==> src/rtl/rtc_bus_pkg.sv <==
// Shared definitions for the RTC multiplexed address/data bus sequencer.
//   - state_t         : sequencer phase encoding
//   - *_DEF constants : default widths and strobe phase lengths
//   - bin2bcd/bcd2bin : packed-BCD conversion helpers, used only when the
//                       RTC_BUS_BCD_EN macro is defined
package rtc_bus_pkg;

  typedef enum logic [2:0] {
    IDLE,
    ADDR,
    GAP_A,
    DATA,
    GAP_D,
    FIN
  } state_t;

  localparam int DW_DEF     = 8;
  localparam int AW_DEF     = 8;
  localparam int NREG_DEF   = 9;  // seconds..year plus timer h/m/s
  localparam int T_ADDR_DEF = 4;
  localparam int T_DATA_DEF = 4;
  localparam int T_GAP_DEF  = 2;

  // Binary to packed BCD; anything above 99 saturates to 8'h99.
  function automatic logic [7:0] bin2bcd(input logic [7:0] bin);
    logic [7:0] tens;
    logic [7:0] units;
    if (bin > 8'd99) return 8'h99;
    tens  = bin / 8'd10;
    units = bin % 8'd10;
    return {tens[3:0], units[3:0]};
  endfunction

  // Packed BCD to binary; a nibble above 9 is treated as 9.
  function automatic logic [7:0] bcd2bin(input logic [7:0] bcd);
    logic [3:0] tens;
    logic [3:0] units;
    tens  = (bcd[7:4] > 4'd9) ? 4'd9 : bcd[7:4];
    units = (bcd[3:0] > 4'd9) ? 4'd9 : bcd[3:0];
    return 8'(tens) * 8'd10 + 8'(units);
  endfunction

endpackage

==> src/rtl/rtc_phase_timer.sv <==
// Phase-length down-counter for the bus sequencer.
//   clk      : clock, rising edge
//   rst      : synchronous active-high reset
//   load     : reload the counter with load_val (on entry to a new phase)
//   load_val : phase length in cycles (>= 1)
//   last     : high during the final cycle of the loaded phase
module rtc_phase_timer #(
  parameter int TW = 4
) (
  input  logic          clk,
  input  logic          rst,
  input  logic          load,
  input  logic [TW-1:0] load_val,
  output logic          last
);

  logic [TW-1:0] cnt;

  // NOTE: sequential state is updated with non-blocking assignments only, so
  // every register samples the pre-edge values of its neighbours.
  always_ff @(posedge clk) begin
    if (rst) begin
      cnt <= '0;
    end else if (load) begin
      cnt <= load_val;
    end else if (cnt != '0) begin
      cnt <= cnt - 1'b1;
    end
  end

  assign last = (cnt == TW'(1));

endmodule

==> src/rtl/rtc_bus_burst_seq.sv <==
// Burst sequencer for the external RTC chip's multiplexed address/data bus.
// One start pulse runs up to NREG consecutive register reads or writes, each
// made of ADDR, GAP_A, DATA and GAP_D strobe phases.
//   CLK, Reset          : clock and synchronous active-high reset
//   start, cmd_wr       : command request and direction (1 = write)
//   base_addr, count    : first register address and burst length
//   wr_data / rd_data   : NREG slots of DW bits, slot i at [i*DW +: DW]
//   busy, done          : burst in progress / one-cycle completion pulse
//   CSO, ADO, RDO, WRO  : active-low chip select, address, read, write strobes
//   bus_do/bus_oe/bus_di: split view of the shared Bus_Dato_Dir pad
// Optional feature: define RTC_BUS_BCD_EN to convert write data to packed BCD
// and read data from BCD to binary (requires DW == 8).
module rtc_bus_burst_seq
  import rtc_bus_pkg::*;
#(
  parameter int DW     = DW_DEF,
  parameter int AW     = AW_DEF,
  parameter int NREG   = NREG_DEF,
  parameter int T_ADDR = T_ADDR_DEF,
  parameter int T_DATA = T_DATA_DEF,
  parameter int T_GAP  = T_GAP_DEF
) (
  input  logic                       CLK,
  input  logic                       Reset,
  input  logic                       start,
  input  logic                       cmd_wr,
  input  logic [AW-1:0]              base_addr,
  input  logic [$clog2(NREG+1)-1:0]  count,
  input  logic [NREG*DW-1:0]         wr_data,
  output logic [NREG*DW-1:0]         rd_data,
  output logic                       busy,
  output logic                       done,
  output logic                       CSO,
  output logic                       ADO,
  output logic                       RDO,
  output logic                       WRO,
  output logic [DW-1:0]              bus_do,
  output logic                       bus_oe,
  input  logic [DW-1:0]              bus_di
);

  localparam int CW    = $clog2(NREG + 1);
  localparam int T_AD  = (T_ADDR > T_DATA) ? T_ADDR : T_DATA;
  localparam int T_MAX = (T_AD > T_GAP) ? T_AD : T_GAP;
  localparam int TW    = $clog2(T_MAX + 1);

  state_t            state, state_next;
  logic [CW-1:0]     idx, idx_next, count_q, count_clip;
  logic              cmd_wr_q;
  logic [AW-1:0]     base_q, addr_base, addr_cur;
  logic [NREG*DW-1:0] wr_q;
  logic              t_load, t_last;
  logic [TW-1:0]     t_val;
  logic [DW-1:0]     wr_slot, wr_conv, rd_conv;
  logic              capture;
  logic              cso_d, ado_d, rdo_d, wro_d, oe_d, busy_d, done_d;
  logic [DW-1:0]     do_d;

  rtc_phase_timer #(.TW(TW)) u_timer (
    .clk      (CLK),
    .rst      (Reset),
    .load     (t_load),
    .load_val (t_val),
    .last     (t_last)
  );

  assign count_clip = (count > CW'(NREG)) ? CW'(NREG) : count;

  // The first ADDR phase is driven from the edge that accepts start, before
  // base_q is loaded, so the address comes straight from the input then.
  assign addr_base = (state == IDLE) ? base_addr : base_q;
  assign addr_cur  = addr_base + AW'(idx_next);

  always_comb begin
    wr_slot = '0;
    for (int k = 0; k < NREG; k++) begin
      if (idx_next == CW'(k)) wr_slot = wr_q[k*DW +: DW];
    end
  end

`ifdef RTC_BUS_BCD_EN
  if (DW != 8) begin : g_dw_check
    $error("rtc_bus_burst_seq: RTC_BUS_BCD_EN requires DW == 8");
  end
  assign wr_conv = DW'(bin2bcd(8'(wr_slot)));
  assign rd_conv = DW'(bcd2bin(8'(bus_di)));
`else
  assign wr_conv = wr_slot;
  assign rd_conv = bus_di;
`endif

  // Next-state logic.
  // NOTE: every always_comb output gets a default first, so no path through
  // the case statement can leave a signal unassigned and infer a latch.
  always_comb begin
    state_next = state;
    idx_next   = idx;
    t_load     = 1'b0;
    t_val      = '0;
    unique case (state)
      IDLE: if (start) begin
        idx_next = '0;
        if (count_clip == '0) begin
          state_next = FIN;
        end else begin
          state_next = ADDR;
          t_load     = 1'b1;
          t_val      = TW'(T_ADDR);
        end
      end
      ADDR: if (t_last) begin
        state_next = GAP_A;
        t_load     = 1'b1;
        t_val      = TW'(T_GAP);
      end
      GAP_A: if (t_last) begin
        state_next = DATA;
        t_load     = 1'b1;
        t_val      = TW'(T_DATA);
      end
      DATA: if (t_last) begin
        state_next = GAP_D;
        t_load     = 1'b1;
        t_val      = TW'(T_GAP);
      end
      GAP_D: if (t_last) begin
        idx_next = idx + 1'b1;
        if (idx + 1'b1 == count_q) begin
          state_next = FIN;
        end else begin
          state_next = ADDR;
          t_load     = 1'b1;
          t_val      = TW'(T_ADDR);
        end
      end
      FIN:     state_next = IDLE;
      default: state_next = IDLE;
    endcase
  end

  // Pin values are decoded from the upcoming state and registered, so the
  // strobes and bus lines change exactly on the phase boundaries.
  always_comb begin
    cso_d  = 1'b1;
    ado_d  = 1'b1;
    rdo_d  = 1'b1;
    wro_d  = 1'b1;
    oe_d   = 1'b0;
    do_d   = '0;
    busy_d = 1'b0;
    done_d = 1'b0;
    unique case (state_next)
      ADDR: begin
        cso_d  = 1'b0;
        ado_d  = 1'b0;
        wro_d  = 1'b0;
        oe_d   = 1'b1;
        do_d   = DW'(addr_cur);
        busy_d = 1'b1;
      end
      GAP_A, GAP_D: busy_d = 1'b1;
      DATA: begin
        cso_d  = 1'b0;
        busy_d = 1'b1;
        if (cmd_wr_q) begin
          wro_d = 1'b0;
          oe_d  = 1'b1;
          do_d  = wr_conv;
        end else begin
          rdo_d = 1'b0;
        end
      end
      FIN:     done_d = 1'b1;
      default: ;
    endcase
  end

  always_ff @(posedge CLK) begin
    if (Reset) begin
      state    <= IDLE;
      idx      <= '0;
      count_q  <= '0;
      cmd_wr_q <= 1'b0;
      base_q   <= '0;
      wr_q     <= '0;
      CSO      <= 1'b1;
      ADO      <= 1'b1;
      RDO      <= 1'b1;
      WRO      <= 1'b1;
      bus_oe   <= 1'b0;
      bus_do   <= '0;
      busy     <= 1'b0;
      done     <= 1'b0;
    end else begin
      state  <= state_next;
      idx    <= idx_next;
      CSO    <= cso_d;
      ADO    <= ado_d;
      RDO    <= rdo_d;
      WRO    <= wro_d;
      bus_oe <= oe_d;
      bus_do <= do_d;
      busy   <= busy_d;
      done   <= done_d;
      if (state == IDLE && start) begin
        cmd_wr_q <= cmd_wr;
        base_q   <= base_addr;
        count_q  <= count_clip;
        wr_q     <= wr_data;
      end
    end
  end

  // Read data is sampled on the final DATA cycle, when the chip's output has
  // had the whole strobe to settle.
  assign capture = (state == DATA) && t_last && !cmd_wr_q;

  // NOTE: the read-result slots are reset like ordinary registers because the
  // host may read rd_data before any burst has filled it.
  always_ff @(posedge CLK) begin
    if (Reset) begin
      rd_data <= '0;
    end else if (capture) begin
      for (int k = 0; k < NREG; k++) begin
        if (idx == CW'(k)) rd_data[k*DW +: DW] <= rd_conv;
      end
    end
  end

endmodule

==> config.mk <==
export PLATFORM = sky130hd
export DESIGN_NAME = rtc_bus_burst_seq
export DESIGN_NICKNAME = d
export VERILOG_FILES = /design/src/rtl/rtc_bus_pkg.sv /design/src/rtl/rtc_phase_timer.sv /design/src/rtl/rtc_bus_burst_seq.sv
export SDC_FILE = /design/constraint.sdc
export NUM_CORES = 1
export LEC_CHECK = 0
export ABC_AREA = 1
export CORE_MARGIN = 5
export CORE_UTILIZATION = 56
export CTS_BUF_LIST = sky130_fd_sc_hd__clkbuf_8
export CTS_CLUSTER_DIAMETER = 50
export CTS_CLUSTER_SIZE = 10
export DETAILED_ROUTE_END_ITERATION = 8
export PLACE_DENSITY = 0.94
export SYNTH_ARGS = -nofsm -noshare
export SYNTH_HDL_FRONTEND = slang
export SYNTH_HIERARCHICAL = 1
export SYNTH_SLANG_ARGS = --single-unit
==> constraint.sdc <==
create_clock -name CLK -period 7.7 [get_ports CLK]
set_input_delay 1.54 -clock CLK [delete_from_list [all_inputs] [get_ports CLK]]
set_output_delay 1.54 -clock CLK [all_outputs]
set_load 0.02 [all_outputs]
==> metrics.md, run 1 <==
| Metric | Value |
|---|---|
| Outcome | `completed` |
| Slowest-stage cell, CP | `nand2_4` |
| Cell Area, Synth | `7790 sq um` |
| Dpl hpwl | `15,400 um` |
| Initial antenna violation count | `0` |
| Hold Path Class | `flip-flop to flip-flop` |
| Crit-path cells | `clkdlybuf4s50_1 -> nand2_4 -> nand3_4 -> inv_1 -> ha_1 -> fa_1 -> a21oi_1 -> o21ai_0 -> inv_1 -> nor2_1 -> inv_1 -> o21bai_1 -> nand3_1 -> a21oi_2` |
| Die ar. | `16,400 sq um` |
| Post-layout util | `0.731` |
| Die height | `128 um` |
| Power Density | `213 nW/um^2` |
| Yosys top cell by area | `dfxtp_1` |
| Setup_tns | `0 ps` |
| Crit. End Element | `flip-flop` |
| Critical path peak fanout | `114` |
| # Post-CTS Setup Buffers | `0` |
| Synth area leaders | `dfxtp_1 (47%), nand2_1 (11%), nor2_1 (9.4%), o21ai_0 (7.4%), a21oi_1 (6.8%)` |
| PnR worst setup slack | `3550 ps` |
| Final #Nets | `1,339` |
| H-tree depth | `4` |
| WL/cell | `15.1 um` |
| Post-cts sizing count | `0` |
| Clk buf depth | `2` |
| Core area | `13,800 sq um` |
| Fillers | `1,044` |
| CTS Buf Count | `17` |
| Minimum clock period | `4150 ps` |
| Avg Synthesized Cell Area | `7.24 sq um` |
| Final setup violation count | `0` |
| Yosys reg bits | `182` |
| Rel. slew slack | `0.274` |
| First-pass GRT wire length | `34,600 um` |
| Most used cell, CP | `inv_1` |
| Fin Hold WS | `459 ps` |
| Max Fclk | `241 MHz` |
| Ant diodes | `0` |
| Post-synthesis cell type count | `41` |
| Die X | `128 um` |
| Share of cells above drive strength 1 | `0.0635` |
| Area share of the largest cell type after synthesis | `0.467` |
| CP required | `8110 ps` |
| Crit path kind | `input pin to flip-flop` |
| FFs w/ async S/R, synth | `0` |
| Num Clock Sinks | `182` |
| Fin crit share | `0.540` |
| Number of global-route vias before repair | `7,238` |
| Reg2Reg Setup Slack | `4220 ps` |
| Slowest stage delay, CP | `790 ps` |
| # rows | `43` |
| Mapped Nets | `1,185` |
| Final slew viol count | `0` |
| Placed cell area | `9650 sq um` |
| DP Cell Count | `1,392` |
| RSZ-0062 raised after global routing | `no` |
| Clk root buf | `clkbuf_8` |
| Slew @ Worst Pin | `1090 ps` |
| DRC violations left | `0` |
| Final Non-Filler Cells | `1,424` |
| DRT Wirelength | `21,500 um` |
| GR Overflow Total | `0` |
| Buffers on Ports | `182` |
| WP data arrival | `4560 ps` |
| CTS tree | `built` |
| GRT Total Usage | `0.262` |
| Crit path launch type | `input pin` |
| Via count | `7,635` |
| Io pins | `183` |
| Drt first pass iters | `5` |
| Reg clk slew, reported paths | `90 ps` |
| Final antenna-violating net count | `0` |
| Initial Util | `0.566` |
| Final Cell Area | `10,100 sq um` |
| Most frequent cells after synthesis | `nand2_1 (223), nor2_1 (195), dfxtp_1 (182)` |
| EDFF count, synth | `0` |
| Post-synthesis sequential area ratio | `0.467` |
| Max Cap Viol | `0` |
| Final hold vios | `0` |
| Post-Syn Instances | `1,077` |
| Worst vdd ir | `0.140 mV` |
| Total Power | `2.15 mW` |
| Largest net degree at the start of global routing | `115` |
| First DRT Iteration DRCs | `671` |
| Clock skew | `11.2 ps` |
| Pleak | `4.21 nW` |
| Via density | `5.36` |
| Post-Place Worst Slack | `3120 ps` |
| Synth Warn # | `6` |
| Skew-Pair Late Insertion Delay | `480 ps` |
| Post-synth top flop | `dfxtp_1` |
| Most frequent cell after synthesis | `nand2_1` |
| P&R area growth vs syn | `29.2%` |
| GP Congestion | `0.879` |
| Hold buffer count at CTS | `0` |
## power by group
part           internal (mW)  switching [mW]  leakage (nW)  total [mW]
sequential              1.01          0.0390          1.48        1.05
combinational          0.159           0.258          2.51       0.417
clock                  0.332           0.347         0.212       0.679
total                   1.50           0.644          4.21        2.15
## worst paths after layout
path                    startpoint                    end  cells past startpoint
max                          start   bus_do[6]$_SDFF_PP0_                     14
min          wr_q[54]$_SDFFE_PP0P_  wr_q[54]$_SDFFE_PP0P_                      2
max reg2reg    state[1]$_SDFF_PP0_   bus_do[6]$_SDFF_PP0_                     16
min reg2reg  wr_q[54]$_SDFFE_PP0P_  wr_q[54]$_SDFFE_PP0P_                      2
## kinds of logic (layout without fill, tap and decap cells)
logic type / Yosys count / count (layout) / share of synthesized area
simple gates: 503 / 503 / 0.281
compound gates: 236 / 236 / 0.156
other cells: 1 / 1 / 0.000481
fa+ha+maj: 12 / 12 / 0.0202
flops: 182 / 182 / 0.467
xor+xnor: 5 / 5 / 0.00562
buf+inv: 138 / 305 / 0.0689
## registers in the layout, indices dropped and copies added (netlist names)
signal       count
wr_q            72
CSO              1
idx              4
bus_do           8
bus_oe           1
cmd_wr_q         1
RDO              1
done             1
busy             1
state            3
base_q           8
count_q          4
WRO              1
rd_data         72
u_timer/cnt      3
ADO              1
## cells in the final DEF (no fill, tap or decap), types with 2 or more instances in the layout
| cell type | n |
|---|---|
| nand2_2 | 4 |
| dfxtp_1 | 182 |
| nor2_4 | 3 |
| nand3_4 | 2 |
| o21ai_0 | 115 |
| nor4_1 | 2 |
| nor2_1 | 195 |
| nor3_1 | 8 |
| ha_1 | 11 |
| inv_1 | 79 |
| a31oi_1 | 2 |
| nand3_1 | 29 |
| clkinv_2 | 4 |
| a21oi_1 | 106 |
| a22oi_1 | 3 |
| a21oi_2 | 2 |
| clkinvlp_4 | 2 |
| inv_6 | 3 |
| nand2_1 | 223 |
| xor2_1 | 4 |
| nand3_2 | 2 |
| nor2_8 | 2 |
| inv_2 | 7 |
| clkdlybuf4s50_1 | 181 |
| clkbuf_8 | 18 |
| buf_4 | 3 |
| bufinv_16 | 3 |
| nand4_1 | 11 |
| clkinv_1 | 2 |
| nor3_2 | 10 |
| nor2_2 | 5 |
| a211oi_1 | 5 |
| nand2_4 | 2 |
## area by class of cell
| type | instances | area [sq um] | share of cell area |
|---|---|---|---|
| Tap cell | 180 | 225 | 0.0224 |
| Clock buffer | 18 | 248 | 0.0246 |
| Multi-Input combinational cell | 757 | 3610 | 0.359 |
| Sequential cell | 182 | 3640 | 0.362 |
| Inverter | 88 | 330 | 0.0328 |
| Timing Repair Buffer | 185 | 1840 | 0.183 |
| Clock inverter | 14 | 171 | 0.0170 |
## routing by layer
layer | track usage | vias up | part of all wire
met2 | 0.449 | 338 | 0.49
met1 | 0.312 | 3457 | 0.40
li1 | - | 3765 | -
met3 | 0.0596 | 75 | 0.070
met5 | 0 | - | 0
met4 | 0.118 | 0 | 0.036
## critical path: cells and delay by family
family | cells | cell delay (ps)
AND/OR/NAND/NOR | 4 | 1320
buffers and inverters | 4 | 770
adder cells (fa/ha/maj) | 2 | 410
AO/OA/AOI/OAI | 4 | 480
(Power assumes the default switching activity.)
==> run 2: changes to the inputs <==
--- a/config.mk
+++ b/config.mk
@@ -7,12 +7,12 @@
 export LEC_CHECK = 0
 export ABC_AREA = 1
 export CORE_MARGIN = 5
-export CORE_UTILIZATION = 56
+export CORE_UTILIZATION = 52
 export CTS_BUF_LIST = sky130_fd_sc_hd__clkbuf_8
 export CTS_CLUSTER_DIAMETER = 50
 export CTS_CLUSTER_SIZE = 10
 export DETAILED_ROUTE_END_ITERATION = 8
-export PLACE_DENSITY = 0.94
+export PLACE_DENSITY = 0.89
 export SYNTH_ARGS = -nofsm -noshare
 export SYNTH_HDL_FRONTEND = slang
 export SYNTH_HIERARCHICAL = 1
==> constraint.sdc (replaced) <==
create_clock -name CLK -period 4.09 [get_ports CLK]
set_input_delay 0.818 -clock CLK [delete_from_list [all_inputs] [get_ports CLK]]
set_output_delay 0.818 -clock CLK [all_outputs]
set_load 0.02 [all_outputs]
==> run 2 against run 1 <==
  * Count of clock-buffer cells in the layout up 1
  * Design area about the same
  * Critical endpoint is now bus_do[7]$_SDFF_PP0_
  * Hold slack better by 1.3 ps
  * Sequential share of layout area about the same
  * Highest routed layer unchanged
  * Sequential power up 89%
  * Power up 85%
  * Clock power up 77%
==> metrics.md, run 2 (synthesis results as in run 1) <==
| Metric | Value |
|---|---|
| Crit. End Element | `flip-flop` |
| Met1 Use GR | `0.294` |
| Largest registers | `rd_data x72, wr_q x72` |
| Crit path max-delay family | `simple AND/OR/NAND/NOR gates` |
| Critical path peak fanout | `7` |
| # Post-CTS Setup Buffers | `0` |
| Buffers on Ports | `182` |
| Hold path start | `base_q[6]$_SDFFE_PP0P_` |
| Final antenna-violating net count | `0` |
| Fin Hold WS | `460 ps` |
| Hold buffer count at CTS | `0` |
| GRT Total Usage | `0.245` |
| Hold Path Class | `flip-flop to flip-flop` |
| Initial Util | `0.532` |
| Post-cts sizing count | `0` |
| Via count | `7,668` |
| Outcome | `completed` |
| Worst Hold End | `base_q[6]$_SDFFE_PP0P_` |
| Post-Place Worst Slack | `729 ps` |
| GR Overflow Total | `0` |
| Final slew viol count | `0` |
| Max Fclk | `335 MHz` |
| Largest net degree at the start of global routing | `110` |
| PnR worst setup slack | `1100 ps` |
| DRC violations left | `0` |
| Worst vdd ir | `0.235 mV` |
| Crit path launch type | `flip-flop` |
| R2R depth | `17` |
| WHS Path Cells | `2` |
| WP data arrival | `3390 ps` |
| RSZ-0062 raised after global routing | `no` |
| P&R area growth vs syn | `29.2%` |
| Crit path kind | `flip-flop to flip-flop` |
| Commonest non-fill, non-tap cell in the layout | `nand2_1` |
| Minimum clock period | `2990 ps` |
| Drt first pass iters | `7` |
| Final Cell Area | `10,100 sq um` |
| First-pass GRT wire length | `35,400 um` |
| Bufs and invs on worst path | `2` |
| Final #Nets | `1,342` |
| Number of global-route vias before repair | `7,243` |
| Pleak | `4.21 nW` |
| H-tree depth | `4` |
| DRT Wirelength | `22,200 um` |
| Initial antenna violation count | `0` |
| Clk root buf | `clkbuf_8` |
| Crit-path cells | `inv_1 -> ha_1 -> nand2_1 -> a21oi_1 -> nor2_4 -> inv_2 -> ha_1 -> a21oi_1 -> nor2_1 -> o21ai_0 -> nand2_1 -> nand2_1 -> nor2_1 -> nand2_1 -> xor2_1 -> nand2_1 -> a21oi_1` |
| RR Endpoint | `bus_do[7]$_SDFF_PP0_` |
| Num Clock Sinks | `182` |
| Dpl hpwl | `15,700 um` |
| Rel. slew slack | `0.320` |
| Slew @ Worst Pin | `1020 ps` |
| Power Density | `395 nW/um^2` |
| Grt peak-use layer | `met2` |
| Reg2reg start | `idx[0]$_SDFF_PP0_` |
| Met2 Use GR | `0.417` |
| Die ar. | `17,500 sq um` |
| Ant diodes | `0` |
| CP required | `4500 ps` |
| Die X | `132 um` |
| Reg2Reg Setup Slack | `1100 ps` |
| Io pins | `183` |
| Die height | `132 um` |
| Core area | `14,600 sq um` |
| Most frequent cells in the layout | `nand2_1 (223), nor2_1 (195), dfxtp_1 (182)` |
| Reg clk slew, reported paths | `100 ps` |
| Setup_tns | `0 ps` |
| CTS tree | `built` |
| WL/cell | `15.5 um` |
| Most used cell, CP | `nand2_1` |
| First DRT Iteration DRCs | `716` |
| CTS Buf Count | `17` |
| Fin crit share | `0.731` |
| Clk buf depth | `2` |
| Total Power | `3.98 mW` |
| Final setup violation count | `0` |
| Final hold vios | `0` |
| Slowest stage delay, CP | `480 ps` |
| Met3 usage | `0.0558` |
| Skew-Pair Late Insertion Delay | `480 ps` |
| Share of cells above drive strength 1 | `0.0658` |
| Slowest-stage cell, CP | `dfxtp_1` |
| GP Congestion | `0.876` |
| Via density | `5.36` |
| # rows | `44` |
| Placed cell area | `9680 sq um` |
| Clock skew | `12.7 ps` |
| Max Cap Viol | `0` |
## run 2: changes by cell type in the layout (fill, tap and decap cells not counted), sizes merged
cell      before  now
buf            4    7
bufinv         3    0
clkbuf        18   19
clkinv         7    6
clkinvlp       2    1
inv           90   94
## run 2: worst max-delay path by stage
stage	start	slack [ps]	end	cells after the start
finish	idx[0]$_SDFF_PP0_	1100	bus_do[7]$_SDFF_PP0_	17
global route	u_timer/cnt[1]$_SDFFE_PP0P_	770	bus_do[7]$_SDFF_PP0_	21
CTS	idx[0]$_SDFF_PP0_	1150	bus_do[7]$_SDFF_PP0_	17
detailed placement	start	730	bus_do[7]$_SDFF_PP0_	16
global placement	start	810	bus_do[7]$_SDFF_PP0_	16
floorplan	start	1440	bus_do[7]$_SDFF_PP0_	15
## run 2: report_power, final
| part | internal, mW | switching (mW) | total (mW) |
|---|---|---|---|
| combinational | 0.308 | 0.493 | 0.801 |
| clock | 0.483 | 0.719 | 1.20 |
| sequential | 1.91 | 0.0716 | 1.98 |
## run 2: metal layers
layer  vias up  wire length (um)
li1       3766                 -
met1      3528              9120
met2       314             10700
met3        60              1490
met4         0               880
met5         -                 0
## run 2: worst reg2reg max path: cells and delay by family (launching register included)
| family | cells | cell delay, ps |
|---|---|---|
| and+or+nand+nor | 8 | 740 |
| adders and majority gates | 2 | 670 |
| AOI/OAI and AO/OA | 4 | 640 |
| DFF | 1 | 480 |
| buffers and inverters | 2 | 240 |
| xor gates and xnor gates | 1 | 150 |
## run 2: metrics by stage
| stage | util | cells |
|---|---|---|
| 3_5_place_dp | 0.661 | 1399 |
| 4_1_cts | 0.688 | 1431 |
| 5_1_grt | 0.688 | 1431 |
| 2_1_floorplan | - | 1077 |
| 6_report | 0.688 | 1431 |
| 3_3_place_gp | 0.661 | 1399 |
## run 2: area by class of cell
class	instances	area, sq um
Fill cell	1193	4570
Sequential cell	182	3640
Multi-Input combinational cell	757	3610
Timing Repair Buffer	188	1860
Inverter	88	330
Clock buffer	19	262
Tap cell	184	230
Clock inverter	13	128
==> run 3: changes to the inputs <==
==> constraint.sdc (replaced) <==
create_clock -name CLK -period 3.06 [get_ports CLK]
set_input_delay 0.612 -clock CLK [delete_from_list [all_inputs] [get_ports CLK]]
set_output_delay 0.612 -clock CLK [all_outputs]
set_load 0.02 [all_outputs]
==> run 3 against run 2 <==
  * Clock skew decreased by 4.0 ps
  * Non-clock buffer count grew 14
  * Power rose by 43%
  * Via count is 1.5% higher
  * Flip-flop and latch count did not move
  * Sequential power grew 34%
  * Setup slack got worse by 840 ps
  * Utilization rose by 1.5 points
  * Critical path depth rose by 3
  * Critical endpoint unchanged
  * Highest routed layer unchanged
==> metrics.md, run 3 (synthesis results as in run 1) <==
| Metric | Value |
|---|---|
| Hold Path Class | `flip-flop to flip-flop` |
| Final Cell Area | `10,300 sq um` |
| Die height | `132 um` |
| Most frequent cells in the layout | `nand2_1 (223), nor2_1 (194), dfxtp_1 (182)` |
| CP required | `3450 ps` |
| Via count | `7,783` |
| Flop pwr share | `0.464` |
| WL/cell | `15.1 um` |
| Commonest non-fill, non-tap cell in the layout | `nand2_1` |
| Via density | `5.39` |
| Power Density | `554 nW/um^2` |
| RSZ-0062 raised after global routing | `no` |
| CTS Buf Count | `17` |
| Io pins | `183` |
| Clock skew | `8.70 ps` |
| Switch Pwr | `1.60 mW` |
| Crit path kind | `flip-flop to flip-flop` |
| CTS tree | `built` |
| Reg2Reg Setup Slack | `260 ps` |
| Clk buf depth | `2` |
| GP Congestion | `0.867` |
| Crit path launch type | `flip-flop` |
| Pleak | `4.33 nW` |
| Max Cap Viol | `0` |
| WHS Path Cells | `2` |
| Critical path peak fanout | `7` |
| Worst vdd ir | `0.330 mV` |
| GRT Total Usage | `0.244` |
| Drt first pass iters | `5` |
| GR Overflow Total | `0` |
| Die ar. | `17,500 sq um` |
| H-tree depth | `4` |
| Max Fclk | `358 MHz` |
| Buffers on Ports | `182` |
| Reg clk slew, reported paths | `90 ps` |
| Post-cts sizing count | `0` |
| Final hold vios | `0` |
| Ant diodes | `0` |
| Clk root buf | `clkbuf_8` |
| Largest registers | `rd_data x72, wr_q x72` |
| Dpl hpwl | `15,500 um` |
| Fillers | `1,148` |
| Reg2reg start | `u_timer/cnt[1]$_SDFFE_PP0P_` |
| Pint | `4.10 mW` |
| Final #Nets | `1,356` |
| # Post-CTS Setup Buffers | `0` |
| Worst Hold End | `wr_q[18]$_SDFFE_PP0P_` |
| Final antenna-violating net count | `0` |
| Hold buffer count at CTS | `0` |
| Share of cells above drive strength 1 | `0.0755` |
| Gate power share | `0.191` |
| Skew-Pair Late Insertion Delay | `470 ps` |
| # rows | `44` |
| PnR worst setup slack | `264 ps` |
| Minimum clock period | `2800 ps` |
| Slew @ Worst Pin | `1010 ps` |
| P&R area growth vs syn | `32.1%` |
| Largest net degree at the start of global routing | `111` |
| Number of global-route vias before repair | `7,474` |
| Final setup violation count | `0` |
| First DRT Iteration DRCs | `517` |
| Total Power | `5.71 mW` |
| Hold path start | `wr_q[18]$_SDFFE_PP0P_` |
| First-pass GRT wire length | `35,500 um` |
| Rel. slew slack | `0.330` |
| Placed cell area | `9800 sq um` |
| Initial antenna violation count | `0` |
| Core area | `14,600 sq um` |
| Crit. End Element | `flip-flop` |
| Final slew viol count | `0` |
| R2R depth | `20` |
| Outcome | `completed` |
| Die X | `132 um` |
| Fin crit share | `0.914` |
| WP data arrival | `3180 ps` |
| Clock power frac | `0.345` |
| Num Clock Sinks | `182` |
| Setup_tns | `0 ps` |
| DRC violations left | `0` |
| Initial Util | `0.532` |
| Sw frac | `0.281` |
| DRT Wirelength | `21,800 um` |
| RR Endpoint | `bus_do[7]$_SDFF_PP0_` |
| Post-Place Worst Slack | `60.0 ps` |
[run 3: metal layers]
layer  wire length (um)  vias to the layer above  GRT usage
li1                   -                     3803          -
met1               9030                     3571      0.293
met2              10500                      331      0.413
met3               1360                       78     0.0535
met4                952                        0      0.120
met5                  0                        -          0
[run 3: how the worst max path moves through the flow]
stage | depth (start not counted) | start | slack, ps | endpoint
floorplan | 21 | u_timer/cnt[1]$_SDFFE_PP0P_ | 500 | bus_do[7]$_SDFF_PP0_
global placement | 16 | start | 170 | bus_do[7]$_SDFF_PP0_
detailed placement | 16 | start | 60 | bus_do[7]$_SDFF_PP0_
CTS | 20 | u_timer/cnt[1]$_SDFFE_PP0P_ | 100 | bus_do[7]$_SDFF_PP0_
global route | 20 | u_timer/cnt[1]$_SDFFE_PP0P_ | 70 | bus_do[7]$_SDFF_PP0_
finish | 20 | u_timer/cnt[1]$_SDFFE_PP0P_ | 260 | bus_do[7]$_SDFF_PP0_
[run 3: area by class of cell]
| cell class | instances | area, sq um | share of cell area |
|---|---|---|---|
| clock inverter | 13 | 253 | 0.0245 |
| clock buffer | 17 | 234 | 0.0227 |
| tap | 184 | 230 | 0.0224 |
| inverter | 88 | 330 | 0.0321 |
| multi-input combinational | 757 | 3630 | 0.352 |
| timing repair buffer | 202 | 1980 | 0.192 |
| sequential | 182 | 3640 | 0.354 |
[run 3: through the flow]
stage	hold WS (ps)	utilization	instances
final	456	0.703	1443
after CTS	456	0.702	1443
after detailed placement	443	0.669	1413
after global routing	473	0.703	1443
after floorplan	425	-	1077
after global placement	436	0.669	1413
[run 3: critical path, cell delays in order (launching register included)]
cell	delay, ps
dfxtp_1	310
inv_1	110
ha_1	170
inv_1	60
nor2_4	150
inv_1	100
nand2_1	90
a21oi_2	70
nor2_4	120
inv_2	50
ha_1	280
a21oi_1	150
nor2_1	80
o21ai_0	230
nand2_1	90
nand2_1	100
nor2_1	70
nand2_1	80
xor2_1	170
nand2_1	80
a21oi_1	150
[run 3: power groups by stage]
stage	clock, mW	combinational, mW	sequential, mW
CTS	1.99	1.08	2.64
detailed placement	0	1.06	2.70
floorplan	0	0.669	2.70
global placement	0	1.04	2.69
finish	1.97	1.09	2.65
global route	2.09	1.21	2.66
